===== src/rtl/deal_controller_if.sv =====
// Deal controller bus: start/deck inputs, card-memory port, hand outputs.
// master = controller side, slave = memory/player/sequencer side.
interface deal_controller_if #(
  parameter int NUM_PLAYERS = 4
);
  logic                      start;
  logic [9:0]                deck_head;
  logic [9:0]                mem_addr;
  logic                      mem_rd;
  logic [9:0]                mem_rdata;
  logic                      mem_wr;
  logic [9:0]                mem_wdata;
  logic [NUM_PLAYERS-1:0]    hand_load;
  logic [10*NUM_PLAYERS-1:0] hand_addr;
  logic [9:0]                deck_rest;
  logic                      busy;
  logic                      done;
  logic                      error;

  modport master (
    input  start, deck_head, mem_rdata,
    output mem_addr, mem_rd, mem_wr, mem_wdata,
    output hand_load, hand_addr, deck_rest,
    output busy, done, error
  );

  modport slave (
    output start, deck_head, mem_rdata,
    input  mem_addr, mem_rd, mem_wr, mem_wdata,
    input  hand_load, hand_addr, deck_rest,
    input  busy, done, error
  );
endinterface


===== src/rtl/deal_controller.sv =====
// Initial-deal sequencer: unlinks deck cards and prepends them onto hands.
// Ports: clk, resetn (async low), bus (deal_controller_if.master).
// DEAL_CTRL_BLOCK_EN: block dealing (HAND_SIZE cards per player in a run).
module deal_controller #(
  parameter int         NUM_PLAYERS = 4,
  parameter int         HAND_SIZE   = 5,
  parameter logic [9:0] NULL_PTR    = 10'h3FF
) (
  input logic               clk,
  input logic               resetn,
  deal_controller_if.master bus
);
  localparam int N  = NUM_PLAYERS * HAND_SIZE;
  localparam int CW = $clog2(N + 1);
  localparam int PW = $clog2(NUM_PLAYERS);

  typedef enum logic [2:0] {
    S_IDLE,
    S_READ,
    S_WAIT,
    S_LINK,
    S_LOAD,
    S_DONE,
    S_ERR
  } state_t;

  state_t        state;
  logic [9:0]    cur;
  logic [9:0]    nxt;
  logic [9:0]    head_p;
  logic [PW-1:0] p;
  logic [PW-1:0] p_wrap;
  logic [CW-1:0] cnt;
  logic [CW-1:0] cnt_inc;
  logic          last;

`ifdef DEAL_CTRL_BLOCK_EN
  localparam int RW = $clog2(HAND_SIZE + 1);
  logic [RW-1:0] run;
`endif

  assign cnt_inc = cnt + CW'(1);
  assign last    = (cnt_inc == CW'(N));
  assign p_wrap  = (p == PW'(NUM_PLAYERS - 1)) ? '0 : p + 1'b1;

  // Current head of player p, old value becomes the new card's next.
  always_comb begin
    head_p = NULL_PTR;
    for (int i = 0; i < NUM_PLAYERS; i++)
      if (p == PW'(i)) head_p = bus.hand_addr[10*i +: 10];
  end

  always_ff @(posedge clk or negedge resetn) begin
    if (!resetn) begin
      state         <= S_IDLE;
      cur           <= '0;
      nxt           <= '0;
      p             <= '0;
      cnt           <= '0;
`ifdef DEAL_CTRL_BLOCK_EN
      run           <= '0;
`endif
      bus.mem_addr  <= '0;
      bus.mem_rd    <= 1'b0;
      bus.mem_wr    <= 1'b0;
      bus.mem_wdata <= '0;
      bus.hand_load <= '0;
      bus.hand_addr <= {NUM_PLAYERS{NULL_PTR}};
      bus.deck_rest <= NULL_PTR;
      bus.busy      <= 1'b0;
      bus.done      <= 1'b0;
      bus.error     <= 1'b0;
    end else begin
      unique case (state)
        S_IDLE, S_DONE, S_ERR: begin
          if (bus.start) begin
            bus.done      <= 1'b0;
            bus.error     <= 1'b0;
            bus.hand_addr <= {NUM_PLAYERS{NULL_PTR}};
            bus.deck_rest <= NULL_PTR;
            cur           <= bus.deck_head;
            p             <= '0;
            cnt           <= '0;
`ifdef DEAL_CTRL_BLOCK_EN
            run           <= '0;
`endif
            if (bus.deck_head == NULL_PTR) begin
              bus.error <= 1'b1;
              state     <= S_ERR;
            end else begin
              bus.busy     <= 1'b1;
              bus.mem_rd   <= 1'b1;
              bus.mem_addr <= bus.deck_head;
              state        <= S_READ;
            end
          end
        end
        S_READ: begin
          bus.mem_rd <= 1'b0;
          state      <= S_WAIT;
        end
        S_WAIT: begin
          nxt           <= bus.mem_rdata;
          bus.mem_wr    <= 1'b1;
          bus.mem_addr  <= cur;
          bus.mem_wdata <= head_p;
          state         <= S_LINK;
        end
        S_LINK: begin
          bus.mem_wr <= 1'b0;
          cur        <= nxt;
          cnt        <= cnt_inc;
          for (int i = 0; i < NUM_PLAYERS; i++)
            if (p == PW'(i)) bus.hand_addr[10*i +: 10] <= cur;
`ifdef DEAL_CTRL_BLOCK_EN
          if (run == RW'(HAND_SIZE - 1)) begin
            run <= '0;
            p   <= p_wrap;
          end else begin
            run <= run + 1'b1;
          end
`else
          p <= p_wrap;
`endif
          // Hand count reached wins over an exhausted deck.
          if (last) begin
            bus.deck_rest <= nxt;
            bus.hand_load <= '1;
            state         <= S_LOAD;
          end else if (nxt == NULL_PTR) begin
            bus.error <= 1'b1;
            bus.busy  <= 1'b0;
            state     <= S_ERR;
          end else begin
            bus.mem_rd   <= 1'b1;
            bus.mem_addr <= nxt;
            state        <= S_READ;
          end
        end
        S_LOAD: begin
          bus.hand_load <= '0;
          bus.done      <= 1'b1;
          bus.busy      <= 1'b0;
          state         <= S_DONE;
        end
        default: state <= S_IDLE;
      endcase
    end
  end
endmodule


===== src/flat_wrapper.sv =====
// flat-port wrapper written by rule: the top's interface ports become plain ports
module deal_controller_flat 
#(
  parameter int         NUM_PLAYERS = 4,
  parameter int         HAND_SIZE   = 5,
  parameter logic [9:0] NULL_PTR    = 10'h3FF
)
  (clk, resetn, bus_start, bus_deck_head, bus_mem_rdata, bus_mem_addr, bus_mem_rd, bus_mem_wr, bus_mem_wdata, bus_hand_load, bus_hand_addr, bus_deck_rest, bus_busy, bus_done, bus_error);
  deal_controller_if #(.NUM_PLAYERS(NUM_PLAYERS)) bus_i ();
  input logic clk;
  input logic resetn;
  input wire logic [$bits(bus_i.start)-1:0] bus_start;
  input wire logic [$bits(bus_i.deck_head)-1:0] bus_deck_head;
  input wire logic [$bits(bus_i.mem_rdata)-1:0] bus_mem_rdata;
  output wire logic [$bits(bus_i.mem_addr)-1:0] bus_mem_addr;
  output wire logic [$bits(bus_i.mem_rd)-1:0] bus_mem_rd;
  output wire logic [$bits(bus_i.mem_wr)-1:0] bus_mem_wr;
  output wire logic [$bits(bus_i.mem_wdata)-1:0] bus_mem_wdata;
  output wire logic [$bits(bus_i.hand_load)-1:0] bus_hand_load;
  output wire logic [$bits(bus_i.hand_addr)-1:0] bus_hand_addr;
  output wire logic [$bits(bus_i.deck_rest)-1:0] bus_deck_rest;
  output wire logic [$bits(bus_i.busy)-1:0] bus_busy;
  output wire logic [$bits(bus_i.done)-1:0] bus_done;
  output wire logic [$bits(bus_i.error)-1:0] bus_error;
  assign bus_i.start = bus_start;
  assign bus_i.deck_head = bus_deck_head;
  assign bus_i.mem_rdata = bus_mem_rdata;
  assign bus_mem_addr = bus_i.mem_addr;
  assign bus_mem_rd = bus_i.mem_rd;
  assign bus_mem_wr = bus_i.mem_wr;
  assign bus_mem_wdata = bus_i.mem_wdata;
  assign bus_hand_load = bus_i.hand_load;
  assign bus_hand_addr = bus_i.hand_addr;
  assign bus_deck_rest = bus_i.deck_rest;
  assign bus_busy = bus_i.busy;
  assign bus_done = bus_i.done;
  assign bus_error = bus_i.error;
  deal_controller #(.NUM_PLAYERS(NUM_PLAYERS), .HAND_SIZE(HAND_SIZE), .NULL_PTR(NULL_PTR)) u_core (.clk(clk), .resetn(resetn), .bus(bus_i));
endmodule

===== config.mk =====
export PLATFORM = sky130hd
export DESIGN_NAME = deal_controller_flat
export DESIGN_NICKNAME = d
export VERILOG_FILES = /design/src/rtl/deal_controller_if.sv /design/src/rtl/deal_controller.sv /design/src/flat_wrapper.sv
export SDC_FILE = /design/constraint.sdc
export NUM_CORES = 1
export LEC_CHECK = 0
export CORE_UTILIZATION = 45
export CTS_CLUSTER_SIZE = 40
export DETAILED_ROUTE_END_ITERATION = 12
export PLACE_DENSITY = 0.68
export SETUP_SLACK_MARGIN = 0.5
export SYNTH_ARGS = -nofsm -noshare
export SYNTH_HDL_FRONTEND = slang
export SYNTH_SLANG_ARGS = --single-unit

===== constraint.sdc =====
create_clock -name clk -period 3 [get_ports clk]
set_input_delay 0.45 -clock clk [delete_from_list [all_inputs] [get_ports clk]]
set_output_delay 0.45 -clock clk [all_outputs]
set_load 0.01 [all_outputs]

-- Yosys cells after proc, flatten, opt, wreduce, memory -nomap -nowiden
Cells that the tools add are included.
- register bits after elaboration: 109
- input bits: 23
- output and inout bits: 79
- logic and storage cells: 112
- add/subtract/negate cells: 2
- equal/unequal tests: 22
- mux-type cells: 48
- reductions and logical operators: 22
- operator list (cell ; count):
    10-bit two-way mux ; 15
    40-bit case mux with 2 select lines ; 1
    40-bit two-way mux ; 1
    10-bit case mux with 2 select lines ; 2
    10-bit case mux with 3 select lines ; 1
    10-bit equality test (second input constant) ; 2
    3-bit case mux with 5 select lines ; 1
    3-bit AND reduction ; 5
    5-bit AND reduction ; 3
    3-bit two-way mux ; 4
    2-bit by 1-bit inequality test with 1-bit output (second input constant) ; 6
    1-bit two-way mux ; 11
    5-bit case mux with 2 select lines ; 1
    3-bit equality test (second input constant) ; 3
    3-bit nonzero test ; 3
    2-bit inequality test (second input constant) ; 4
    4-bit case mux with 2 select lines ; 1
    2-bit nonzero test ; 4
    3-bit by 2-bit equality test with 1-bit output (second input constant) ; 2
    1-bit case mux with 2 select lines ; 3
    1-bit case mux with 3 select lines ; 2
    2-bit AND reduction ; 3
    5-bit by 1-bit adder with 5-bit output (second input constant) ; 1
    5-bit equality test (second input constant) ; 1
    other kinds (12) ; 14

-- Logic depth before layout (Yosys ltp)
- depth in word-level cells: 5
- mapped depth: 9
- gate-level depth less buffers: 7

-- Least setup slack after synthesis
No wires, ideal clock.
- kind: input to register
- from: input bus_deck_head[7]
- to: register u_core.bus.mem_addr[0]
- library setup time: 0.125 ns
- data arrival time: 1.774 ns
- required time: 2.875 ns
- path slack: 1.101 ns
- cell stages on the path: 5
- buffers on the path: 0
- cell sequence: nand4_1 -> nor3_1 -> nand2b_1 -> o2bb2ai_4 -> mux2_2
- cells in the longest elaborated chain, start to end: 3
- RTL lines (what ; line ; source):
    from (decl) ; flat_wrapper.sv:13 ; input wire logic [$bits(bus_i.deck_head)-1:0] bus_deck_head;
    10-bit equality test ; deal_controller.sv:87 ; if (bus.deck_head == NULL_PTR) begin
    2-bit inequality test (no line) ; - ;
    5-bit AND reduction (no line) ; - ;
    to (signal assigned) ; deal_controller.sv:93 ; bus.mem_addr <= bus.deck_head;
    to (signal assigned) ; deal_controller.sv:105 ; bus.mem_addr <= cur;
    to (signal assigned) ; deal_controller.sv:136 ; bus.mem_addr <= nxt;
    to (decl) ; deal_controller_if.sv:22 ; output mem_addr, mem_rd, mem_wr, mem_wdata,
No other way between the ends.
A chain may end at the register's enable or synchronous reset.

-- Worst setup path in the final report
- from: register u_core.state[1]
- to: register u_core.bus.hand_addr[32]
- cells in the longest elaborated chain, start to end: 4
- elaborated cells between the ends (all ways): 10
- those cells by class: 5 x eq/ne; 1 x mux; 4 x reduce/logical
- RTL lines (what ; line ; source):
    from (decl) ; deal_controller.sv:27 ; state_t state;
    from (signal assigned) ; deal_controller.sv:55 ; state <= S_IDLE;
    from (signal assigned) ; deal_controller.sv:89 ; state <= S_ERR;
    from (signal assigned) ; deal_controller.sv:94 ; state <= S_READ;
    3-bit equality test or 3-bit logical NOT (tied branches) ; deal_controller.sv:74 ; unique case (state)
    3-bit OR reduction ; deal_controller.sv:74 ;
    2-bit inequality test (no line) or 2-bit nonzero test (tied branches) ; - ;
    3-bit AND reduction (no line) ; - ;
    to (signal assigned) ; deal_controller.sv:68 ; bus.hand_addr <= {NUM_PLAYERS{NULL_PTR}};
    to (signal assigned) ; deal_controller.sv:79 ; bus.hand_addr <= {NUM_PLAYERS{NULL_PTR}};
    to (signal, indexed assignment) ; deal_controller.sv:114 ; if (p == PW'(i)) bus.hand_addr[10*i +: 10] <= cur;
    to (decl) ; deal_controller_if.sv:23 ; output hand_load, hand_addr, deck_rest,
Parallel ways exist; a longest one is shown, timed or not.

==> results.yml <==
clock_network:
  cts_tree: "yes"
  clkSlewWorstSetupHoldPaths_ps: 70
  cts_buffer_depth: 2
  insertion_delay_ps: 340
  clock-root-buffer: "clkbuf_16"
  cts-buffers-inserted: 9
  cts.sinks: 106
  cts_hold_buf: 0
  htree_levels: 3
timing:
  rsz0062_at_grt: "false"
  final.setup.tns_ps: 0
  finalClockSkew_ps: 6.69
  final_hold_viol_count: 0
  fmax_mhz: 424
  post-route-period-util_pct: 78.5
  min_period_ps: 2360
  worstMarginPinSlew_ps: 838
  max_slew_margin_pct: 44.1
  setup_viol_count_final: 0
  slew_viol_final: 0
placed_design:
  gp_routability_congestion: 0.883
  hpwl_microns: 8950
  placed_area_sq_um: 6260
  portBuffers: 101
drt:
  routed_wl_microns: 12400
  drc_errors: 0
  drt_first_pass_iters: 5
  first_iter_violations: 182
  drtAntennaViolNets: 0
  wl_per_cell_microns: 17.1
  viasPerCell: 5.53
  vias: 4013
synthesis:
  yosysWarningCount: 0
  seq_area_frac_synth_pct: 52.7
  synth.avg_cell_area_sq_um: 10.4
  synth.top_cell.area_share_pct: 27.2
  synth.area.top_cells: "dfrtp_1 (27%), dfstp_2 (25%), mux2_2 (10%), nand2_1 (6.6%), mux2i_1 (4.3%)"
  synth_edf_count: 0
  synthesis.area_sq_um: 5150
  synthCells: 494
  synth_cell_types: 51
  ys.flop_type: "dfrtp_1"
  synth_top_area_cell: "dfrtp_1"
  postSynth.asyncResetShare_pct: 100
  synth_fp_nets: 522
  synth-seq-cells: 106
final_layout:
  drive_gt1_share_pct: 22.7
  final_area_sq_um: 6560
  nets: 609
  syn_to_final_growth_pct: 27.3
  diodes: 0
global_routing:
  grt_max_degree: 61
  grt_pass1_vias: 3912
  grt_pass1_wl_microns: 20400
  grtUsageTotal_pct: 22.5
  overflow: 0
  antenna_found_initial: 0
worst_setup_path:
  critPathSlowestCell: "dfrtp_1"
  crit_path_start_kind: "flop"
  cp-end-kind: "flop"
  critPathBufInv: 0
  crit_type: "flop to flop"
  cp_top_family: "simple AND/OR/NAND/NOR gates"
  cp_slowest_stage_delay_ps: 590
  required_ps: 3260
  critPathArrivalTime_ps: 2620
  crit_chain: "nand2b_1 > mux2i_4 > and2_4 > a21oi_4 > mux2_2"
  worstPathMaxFanout: 25
power_and_ir_drop:
  ir_worst_vdd_mv: 0.508
  power.leakage_nw: 2.66
  p_per_area_nw_per_um2: 1090
worst_hold_path:
  hold_path_class: "input pin to asynchronous set/reset pin"
floorplan:
  core_area_sq_um: 11000
  dieHeight_microns: 109
  fp-row-count: 38
  pin_count: 102
  die_width_microns: 109
  die-area_sq_um: 11900
  start_util_pct: 46.9
job:
  drv_cap: 0
run_status:
  outcome: "finished, final reports clean"
[synth_stat cells (2+ instances only)]
cell / count
mux2_1: 4
nand3_1: 12
clkbuf_1: 20
ha_1: 5
mux2_2: 46
nand2b_1: 3
nor2_1: 37
a21oi_4: 3
inv_1: 6
a31oi_1: 10
o22ai_1: 12
nand2_1: 91
or3_1: 12
dfrtp_1: 56
o21ai_1: 5
buf_4: 4
dfstp_2: 50
mux2i_1: 22
a21oi_1: 20
o21ai_0: 33
nand4_1: 4
o211ai_1: 2
nor3_1: 2
buf_2: 8
[cells in the final DEF (no fill, tap or decap), types with 2 or more instances in the layout]
| master | Yosys | layout |
|---|---|---|
| a21oi_4 | 3 | 3 |
| clkinvlp_4 | 0 | 3 |
| o21ai_1 | 5 | 5 |
| inv_1 | 6 | 6 |
| a31oi_1 | 10 | 10 |
| clkbuf_16 | 0 | 9 |
| nand4_1 | 4 | 4 |
| or3_1 | 12 | 12 |
| nand2_1 | 91 | 90 |
| o21ai_0 | 33 | 33 |
| a21oi_1 | 20 | 20 |
| mux2_2 | 46 | 46 |
| o22ai_1 | 12 | 12 |
| ha_1 | 5 | 5 |
| mux2i_1 | 22 | 22 |
| nand2b_1 | 3 | 3 |
| nand3_1 | 12 | 12 |
| mux2_1 | 4 | 4 |
| dfstp_2 | 50 | 50 |
| dfrtp_1 | 56 | 56 |
| nor3_1 | 2 | 2 |
| buf_4 | 4 | 9 |
| nor2_1 | 37 | 37 |
| o211ai_1 | 2 | 2 |
| clkdlybuf4s50_1 | 0 | 100 |
[routing by layer]
layer / vias up / routed length (microns) / track usage [%]
li1: 1896 / - / -
met5: - / 0 / 0
met2: 170 / 5680 / 34.4
met4: 0 / 152 / 8.11
met3: 9 / 747 / 3.23
met1: 1938 / 5850 / 32.5
[area by class of cell]
cell class	count	area [sq um]
clock buffer	10	229
clock inverter	6	66.3
fill	902	4420
inverter	8	30.0
multi-input combinational	346	2260
sequential	106	2720
tap	140	175
timing repair buffer	110	1090
[state kept, by name, summed over array words and instances (netlist names), 3 cells and up]
| signal | count |
|---|---|
| u_core.bus.mem_wdata | 10 |
| u_core.cnt | 5 |
| u_core.bus.mem_addr | 10 |
| u_core.nxt | 10 |
| u_core.bus.deck_rest | 10 |
| u_core.state | 3 |
| u_core.cur | 10 |
| u_core.bus.hand_addr | 40 |
[metrics by stage]
step                std cells  util (%)  hold slack [ps]  total power, mW  setup slack (ps)
global route              726      59.7              154             7.64               530
finish                    726      59.7              115             7.14               644
CTS                       726      59.7              136             7.17               635
detailed placement        710      57.0              472             5.97               534
global placement          710      57.0              461             5.88               619
floorplan                 494         -              154             4.64              1100
[worst reg2reg max path, stage by stage (launching register included)]
cell      delay, ps
dfrtp_1         590
nand2b_1        430
mux2i_4         170
and2_4          300
a21oi_4         400
mux2_2          400
[worst paths after layout]
check / startpoint / endpoint / slack [ps] / cells past startpoint
min: resetn / u_core.bus.mem_wdata[9] / 110 / 1
min in group clk: u_core.bus.mem_wdata[2] / u_core.bus.mem_wdata[2] / 480 / 2
max in group asynchronous: resetn / u_core.bus.deck_rest[9] / 2100 / 2
max: u_core.state[1] / u_core.bus.hand_addr[32] / 640 / 5
max reg2reg: u_core.state[1] / u_core.bus.hand_addr[32] / 640 / 5
min reg2reg: u_core.bus.mem_wdata[2] / u_core.bus.mem_wdata[2] / 480 / 2
[report_power, final]
group / internal [mW] / switching [mW]
clock: 0.650 / 0.524
sequential: 2.16 / 0.535
combinational: 1.67 / 1.60
[logic make-up (layout without fill, tap and decap cells)]
logic type	Yosys count	in the layout	synth area share [%]
muxes	73	73	15.6
buffers and inverters	42	134	3.69
DFF	106	106	52.7
xor gates and xnor gates	3	3	0.655
AOI/OAI and AO/OA	94	94	11.6
adders and majority gates	6	6	1.41
and+or+nand+nor	170	170	14.4
[timing repair]
| action | CTS | global route |
|---|---|---|
| setup buffers | 0 | 0 |
| setup endpoints to repair | 0 | 11 |
| gates resized for setup | 0 | 2 |
Power figures use the tool's default switching activity.
